[src/rtl/index_stream_provider.sv]
// Issues a run of consecutive table indices under fullness back-pressure and tracks
// returned results. Optional DRAIN watchdog: define INDEX_STREAM_WATCHDOG_EN.
module index_stream_provider #(
  parameter int unsigned MEMSIZE         = 16384,
  parameter int unsigned FULLNESS_WIDTH  = 5,
  parameter int unsigned FULL_THRESHOLD  = 30,
  parameter int unsigned WATCHDOG_CYCLES = 4096,
  localparam int unsigned IW = $clog2(MEMSIZE)
) (
  input  logic                      clk,
  input  logic                      rst,
  input  logic                      start,
  input  logic [IW-1:0]             startIndex,
  input  logic [IW:0]               count,
  input  logic [FULLNESS_WIDTH-1:0] maxFullness,
  output logic [IW-1:0]             index,
  output logic                      dataAvailable,
  input  logic                      resultValid,
  output logic [IW-1:0]             checkIndex,
  output logic [IW:0]               outstanding,
  output logic                      busy,
  output logic                      done,
  output logic                      error
`ifdef INDEX_STREAM_WATCHDOG_EN
  ,
  output logic                      timeout
`endif
);

  typedef enum logic [1:0] {S_IDLE, S_RUN, S_DRAIN, S_DONE} state_t;

  state_t        state_q, state_d;
  logic [IW-1:0] next_idx_q, next_idx_d;
  logic [IW-1:0] index_q, index_d;
  logic          dav_q, dav_d;
  logic [IW-1:0] check_q, check_d;
  logic [IW:0]   issued_q, issued_d;
  logic [IW:0]   received_q, received_d;
  logic [IW:0]   outstanding_q, outstanding_d;
  logic [IW:0]   count_q, count_d;
  logic          error_q, error_d;
  logic          issue, accept;

`ifdef INDEX_STREAM_WATCHDOG_EN
  localparam int unsigned WDW = $clog2(WATCHDOG_CYCLES + 1);
  logic [WDW-1:0] wd_q, wd_d;
  logic           timeout_q, timeout_d;
`endif

  function automatic logic [IW-1:0] wrap_inc(input logic [IW-1:0] v);
    return (v == IW'(MEMSIZE - 1)) ? '0 : v + IW'(1);
  endfunction

  always_comb begin
    state_d       = state_q;
    next_idx_d    = next_idx_q;
    index_d       = index_q;
    dav_d         = 1'b0;
    check_d       = check_q;
    issued_d      = issued_q;
    received_d    = received_q;
    outstanding_d = outstanding_q;
    count_d       = count_q;
    error_d       = error_q;
    issue         = 1'b0;
    accept        = 1'b0;
`ifdef INDEX_STREAM_WATCHDOG_EN
    wd_d          = wd_q;
    timeout_d     = timeout_q;
`endif
    case (state_q)
      S_IDLE, S_DONE: begin
        if (start) begin
          next_idx_d    = startIndex;
          check_d       = startIndex;
          issued_d      = '0;
          received_d    = '0;
          outstanding_d = '0;
          count_d       = count;
          error_d       = 1'b0;
`ifdef INDEX_STREAM_WATCHDOG_EN
          wd_d          = '0;
          timeout_d     = 1'b0;
`endif
          state_d       = (count == '0) ? S_DONE : S_RUN;
        end else if (resultValid) begin
          error_d = 1'b1;
        end
      end
      S_RUN, S_DRAIN: begin
        issue  = (state_q == S_RUN) && (32'(maxFullness) < FULL_THRESHOLD) &&
                 (issued_q < count_q);
        // A result with nothing outstanding is a protocol error and is not counted.
        accept = resultValid && (outstanding_q != '0);
        if (resultValid && !accept) error_d = 1'b1;
        if (issue) begin
          dav_d      = 1'b1;
          index_d    = next_idx_q;
          next_idx_d = wrap_inc(next_idx_q);
          issued_d   = issued_q + (IW+1)'(1);
          if (issued_d == count_q) state_d = S_DRAIN;
        end
        if (accept) begin
          check_d    = wrap_inc(check_q);
          received_d = received_q + (IW+1)'(1);
          if ((state_q == S_DRAIN) && (received_d == count_q)) state_d = S_DONE;
        end
        outstanding_d = issued_d - received_d;
`ifdef INDEX_STREAM_WATCHDOG_EN
        if (state_q == S_DRAIN) begin
          if (resultValid) begin
            wd_d = '0;
          end else if (wd_q == WDW'(WATCHDOG_CYCLES - 1)) begin
            wd_d      = '0;
            timeout_d = 1'b1;
            error_d   = 1'b1;
            state_d   = S_DONE;
          end else begin
            wd_d = wd_q + WDW'(1);
          end
        end
`endif
      end
      default: state_d = S_IDLE;
    endcase
  end

  always_ff @(posedge clk or posedge rst) begin
    if (rst) begin
      state_q       <= S_IDLE;
      next_idx_q    <= '0;
      index_q       <= '0;
      dav_q         <= 1'b0;
      check_q       <= '0;
      issued_q      <= '0;
      received_q    <= '0;
      outstanding_q <= '0;
      count_q       <= '0;
      error_q       <= 1'b0;
`ifdef INDEX_STREAM_WATCHDOG_EN
      wd_q          <= '0;
      timeout_q     <= 1'b0;
`endif
    end else begin
      state_q       <= state_d;
      next_idx_q    <= next_idx_d;
      index_q       <= index_d;
      dav_q         <= dav_d;
      check_q       <= check_d;
      issued_q      <= issued_d;
      received_q    <= received_d;
      outstanding_q <= outstanding_d;
      count_q       <= count_d;
      error_q       <= error_d;
`ifdef INDEX_STREAM_WATCHDOG_EN
      wd_q          <= wd_d;
      timeout_q     <= timeout_d;
`endif
    end
  end

  assign index         = index_q;
  assign dataAvailable = dav_q;
  assign checkIndex    = check_q;
  assign outstanding   = outstanding_q;
  assign busy          = (state_q == S_RUN) || (state_q == S_DRAIN);
  assign done          = (state_q == S_DONE);
  assign error         = error_q;
`ifdef INDEX_STREAM_WATCHDOG_EN
  assign timeout       = timeout_q;
`endif

endmodule

[config.mk]
export PLATFORM = sky130hd
export DESIGN_NAME = index_stream_provider
export DESIGN_NICKNAME = d
export VERILOG_FILES = /design/src/rtl/index_stream_provider.sv
export SDC_FILE = /design/constraint.sdc
export NUM_CORES = 1
export LEC_CHECK = 0
export BUFFER_PORTS_ARGS = -buffer_cell sky130_fd_sc_hd__buf_2
export CAP_MARGIN = 25
export CORE_MARGIN = 2
export CORE_UTILIZATION = 64
export DETAILED_ROUTE_END_ITERATION = 8
export GPL_ROUTABILITY_DRIVEN = 0
export GPL_TIMING_DRIVEN = 0
export HOLD_SLACK_MARGIN = 0.1
export PLACE_DENSITY = 0.91
export SLEW_MARGIN = 20
export SYNTH_ARGS = -nofsm -noshare
export SYNTH_HDL_FRONTEND = slang
export SYNTH_SLANG_ARGS = --single-unit
[constraint.sdc]
create_clock -name clk -period 10.2 [get_ports clk]
set_input_delay 2.04 -clock clk [delete_from_list [all_inputs] [get_ports clk]]
set_output_delay 2.04 -clock clk [all_outputs]
set_load 0.01 [all_outputs]
# Yosys cells after proc, flatten, opt, wreduce, memory -nomap -nowiden
# Cells that the tools add are included.
# W data, S select, Z words.
[totals] register_bits=106 input_bits=38 output_inout_bits=47
[op_classes] addsub=5 n_lt_le_gt_ge=2 n_eq_ne=12 mux=28 reduce_logical=17
[ops] op="$pmux W15 S2" count=3
[ops] op="$mux W15" count=5
[ops] op="$mux W14" count=5
[ops] op="$pmux W14 S2" count=2
[ops] op="$add A15 B1 Y15 const B" count=2
[ops] op="$eq A15 B15 Y1" count=2
[ops] op="$add A14 B1 Y14 const B" count=2
[ops] op="$eq A14 B14 Y1 const B" count=2
[ops] op="$logic_not A15 Y1" count=1
[ops] op="$lt A15 B15 Y1" count=1
[ops] op="$reduce_bool A15 Y1" count=1
[ops] op="$sub A15 B15 Y15" count=1
[ops] op="$mux W2" count=6
[ops] op="$reduce_and A2 Y1" count=5
[ops] op="$ne A2 B2 Y1 const B" count=4
[ops] op="$logic_and A1 B1 Y1" count=5
[ops] op="$lt A5 B5 Y1 const B" count=1
[ops] op="$mux W1" count=5
[ops] op="$eq A2 B2 Y1 const B" count=2
[ops] op="$pmux W2 S2" count=1
[ops] op="$reduce_or A2 Y1" count=2
[ops] op="$ne A3 B3 Y1 const B" count=1
[ops] op="$eq A2 B1 Y1 const B" count=1
[ops] op="$logic_not A2 Y1" count=1
[ops] op="other kinds (3)" count=3

# Depth between registers and ports, before layout
[depth] ltp_word=7 ltp_mapped=19

# Worst setup path before layout
# No wires, ideal clock.
[synth_timing] kind="input to register" start="input maxFullness[1]" end="register outstanding_q[9] (netlist: outstanding[9])" arrival_time_ps=5020 required_ps=10078 setup_slack_ps=5058 stages=16 path_cell_list="nand4_1 o2111ai_1 a21oi_1 and2_1 clkbuf_1 mux2i_1 inv_1 ha_1 nor2b_1 o21ai_0 nand2b_1 a31oi_4 o21a_2 nor3_1 or3_1 a32o_1"
[synth_via] elab_chain_cells=7
[synth_rtl] element="start: declaration" line="15" rtl="input logic [FULLNESS_WIDTH-1:0] maxFullness,"
[synth_rtl] element="$lt A5 B5 Y1" line="91" rtl="issue = (state_q == S_RUN) && (32'(maxFullness) < FULL_THRESHOLD) &&"
[synth_rtl] element="$logic_and A1 B1 Y1 (2 in a row)" line="91"
[synth_rtl] element="$mux W15" line="96" rtl="if (issue) begin"
[synth_rtl] element="$mux W15" line="71" rtl="case (state_q)"
[synth_rtl] element="$sub A15 B15 Y15" line="108" rtl="outstanding_d = issued_d - received_d;"
[synth_rtl] element="$pmux W15 S2" line="71"
[synth_rtl] element="end signal: assignment" line="152" rtl="outstanding_q <= outstanding_d;"
[synth_rtl] element="end: declaration" line="39" rtl="logic [IW:0] outstanding_q, outstanding_d;"
# No other way between the ends. The select of a mux whose other input is x is not followed.
# A chain may end at the register's enable or synchronous reset.

# Final worst setup path
# Same ends and word-level chain as after synthesis.

==> flow_summary_export.csv <==
group,metric,value,unit
run_status,outcome,"finished, final reports clean",
floorplan,dieHeight,111,µm
yosys,yosys-top-cells-count,"nand2_1 (136), dfrtp_1 (106), o21ai_0 (72), xnor2_1 (61), nor2_1 (50)",
setup_path,cp.arrival,6040,ps
setup_path,required,10450,ps
detailed_routing,drcViolationCount,0,
finish,layout.nets,1018,
floorplan,row_count,38,
pwr,power_density,289,nW/µm²
setup_path,rrSetupSlack,4930,ps
placed_design,dp_cells,1072,
placed_design,placedInstanceArea,7910,µm²
min_path,hold_class,"reg2reg",
finish,multi_input_area,4330,µm²
clocking,tritoncts,"yes",
yosys,synth_warnings,0,
clocking,root_buffer,"clkbuf_16",
finish,drive_gt1_frac,0.144,
yosys,syn_area_per_cell,8.59,µm²
setup_path,cpMaxStageDelayCell,"clkbuf_1",
clocking,ctsHtreeMaxLevel,3,
clocking,cts_sinks,106,
timing,fmax,0.173,GHz
setup_path,worstSetupPathType,"in2reg",
min_path,hold_depth,2,
timing,worstMarginPinSlew,987,ps
detailed_routing,ant_nets,0,
clocking,cts_hold_buf,0,
yosys,synth_area_leaders,"dfrtp_1 (36%), xnor2_1 (7.3%), nand2_1 (7.0%), ha_1 (6.2%), o21ai_0 (4.9%)",
yosys,ys_seq_elements,106,
timing,timing.final.crit_share,0.567,
yosys,synth_top_area_cell,"dfrtp_1",
yosys,synth_fp_nets,923,
clocking,cts.path.max_buffers,2,
timing,hold_viol,0,
timing,setup_viol,0,
clocking,cts_buffers,9,
setup_path,worstPathCellList,"buf_2, nand4_1, o2111ai_1, a21oi_1, and2_1, clkbuf_1, mux2i_1, inv_1, ha_1, nor2b_1, o21ai_0, nand2b_1, a31oi_4, o21a_2, nor3_1, or3_1, a32o_1",
setup_path,crit_family,"compound AO/OA/AOI/OAI gates",
detailed_routing,firstDrtPassIters,6,
yosys,yosysMostFrequentCell,"nand2_1",
min_path,hold_end,"index[10]$_DFFE_PP0P_",
setup_path,r2r_end,"outstanding[9]$_DFFE_PP0P_",
yosys,syn-instance-count,848,
yosys,synth_edf_count,0,
detailed_routing,drt_wl_total,21000,µm
floorplan,dieArea,12300,µm²
detailed_routing,vias,7030,
setup_path,crit_buf_inv,3,
floorplan,io_pins,85,
timing,finClkSkew,11.2,ps
yosys,synth.top_cell.area_share,0.364,
timing,setup_tns,0,ps
finish,fin_area,8190,µm²
placed_design,port_buffers,83,
finish,areaGrowthSynthToFinish,12.3,%
finish,stdcell_count,1087,
yosys,synth.distinct_cells,69,
global_routing,antenna_found_initial,0,
pwr,leakagePower,3.67,nW
clocking,clk_latency,360,ps
clocking,clk_pin_slew_worst_paths,80,ps
detailed_routing,vias_per_cell,6.47,
setup_path,critical-path-max-stage-delay,490,ps
yosys,async_reset_ff_frac,1.00,
global_routing,gr-total-overflow,0,
timing,finalMaxSlewViolations,0,
global_routing,grt_max_degree,79,
clocking,cts_setup_buffers,0,
setup_path,crit_path_end_kind,"flop",
yosys,synthFlopType,"dfrtp_1",
pwr,p_total,2.36,mW
clocking,cts-resized-gates,0,
setup_path,reg2reg_from,"count_q[2]$_DFFE_PP0P_",
setup_path,cp-start-kind,"input pin",
timing,layout_min_cycle_time,5780,ps
yosys,syn_area,7290,µm²
detailed_routing,routedWlPerCell,19.4,µm
job,max-cap-violations,0,
floorplan,design.core.area,11000,µm²
timing,rsz0062_at_grt,"no",
floorplan,die_w,111,µm
min_path,hp-start,"index[10]$_DFFE_PP0P_",
placed_design,hpwlAfterDp,15100,µm
finish,fillers,803,
setup_path,worstPathMaxFanout,10,
global_routing,grt_first_pass_wirelength,34400,µm
finish,num_antenna_cells,0,
global_routing,grt_use_total,0.348,
finish,regArea,2650,µm²
setup_path,reg2regPathDepth,19,
floorplan,initial_core_util,0.663,
global_routing,grt_pass1_vias,7026,
pwr,irDropWorstVdd,225,µV
detailed_routing,drt_iter0_drc,686,
timing,slew_headroom,0.325,
yosys,yosysSeqAreaShare,0.364,
-- layout by cell type, fill, tap and decap left out, types with 27 or more instances in the layout --
master / count
o21ai_0: 72
dfrtp_1: 106
xnor2_1: 61
inv_1: 27
nor2_1: 50
ha_1: 36
buf_2: 83
clkbuf_1: 45
a21oi_1: 44
nand2_1: 136
-- state kept, by name, summed over array words and instances (netlist names) --
name           count
state_q            2
dataAvailable      1
error              1
count_q           15
next_idx_q        14
index             14
received_q        15
checkIndex        14
outstanding       15
issued_q          15
-- kinds of logic (layout without fill, tap and decap cells) --
logic type,count (synthesis),count (layout),share of synthesized area
AOI/OAI and AO/OA,218,218,0.196
xor gates and xnor gates,85,85,0.107
adders and majority gates,37,37,0.0646
buffers and inverters,78,177,0.0414
DFF,106,106,0.364
muxes,21,21,0.0316
and+or+nand+nor,303,303,0.196
-- power breakdown --
| group | internal (mW) | switching [mW] | leakage, nW | total (mW) |
|---|---|---|---|---|
| Sequential | 0.577 | 0.176 | 1.35 | 0.753 |
| Combinational | 0.514 | 0.755 | 2.19 | 1.27 |
| Clock | 0.168 | 0.174 | 0.131 | 0.342 |
| Total | 1.26 | 1.10 | 3.67 | 2.36 |
-- worst max-delay path by stage --
stage,startpoint,depth (start not counted),to
after floorplan,maxFullness[1],16,outstanding[9]$_DFFE_PP0P_
after global placement,rst,2,checkIndex[4]$_DFFE_PP0P_
after detailed placement,maxFullness[1],17,outstanding[9]$_DFFE_PP0P_
after CTS,maxFullness[1],17,outstanding[9]$_DFFE_PP0P_
after global routing,maxFullness[1],17,outstanding[9]$_DFFE_PP0P_
final,maxFullness[1],17,outstanding[9]$_DFFE_PP0P_
-- layout make-up --
| cell class | count | share of cell area |
|---|---|---|
| Buffer | 49 | 0.0235 |
| Inverter | 29 | 0.0139 |
| Clock buffer | 9 | 0.0275 |
| Timing Repair Buffer | 84 | 0.0541 |
| Clock inverter | 6 | 0.00627 |
| Tap cell | 140 | 0.0214 |
| Sequential cell | 106 | 0.324 |
| Multi-Input combinational cell | 664 | 0.529 |
-- metrics by stage --
| stage | utilization | setup slack, ps | hold WS, ps |
|---|---|---|---|
| after global placement | 0.717 | 4110 | 454 |
| after global routing | 0.745 | 4220 | 522 |
| after CTS | 0.745 | 4540 | 476 |
| after detailed placement | 0.720 | 4240 | 457 |
| after floorplan | - | 5060 | 479 |
| final | 0.745 | 4420 | 477 |
-- tightest hold or removal path, stage by stage (launching register included) --
cell and delay [ps]:
dfrtp_1 340, nand2_1 50, nand2_1 60
-- layer usage --
layer / global-route usage / share of wire / vias up
met5: 0 / 0 / -
met4: 0.213 / 0.058 / 0
met3: 0.0782 / 0.088 / 125
met2: 0.573 / 0.48 / 397
met1: 0.416 / 0.37 / 3307
li1: - / - / 3201
Power figures use the tool's default switching activity.
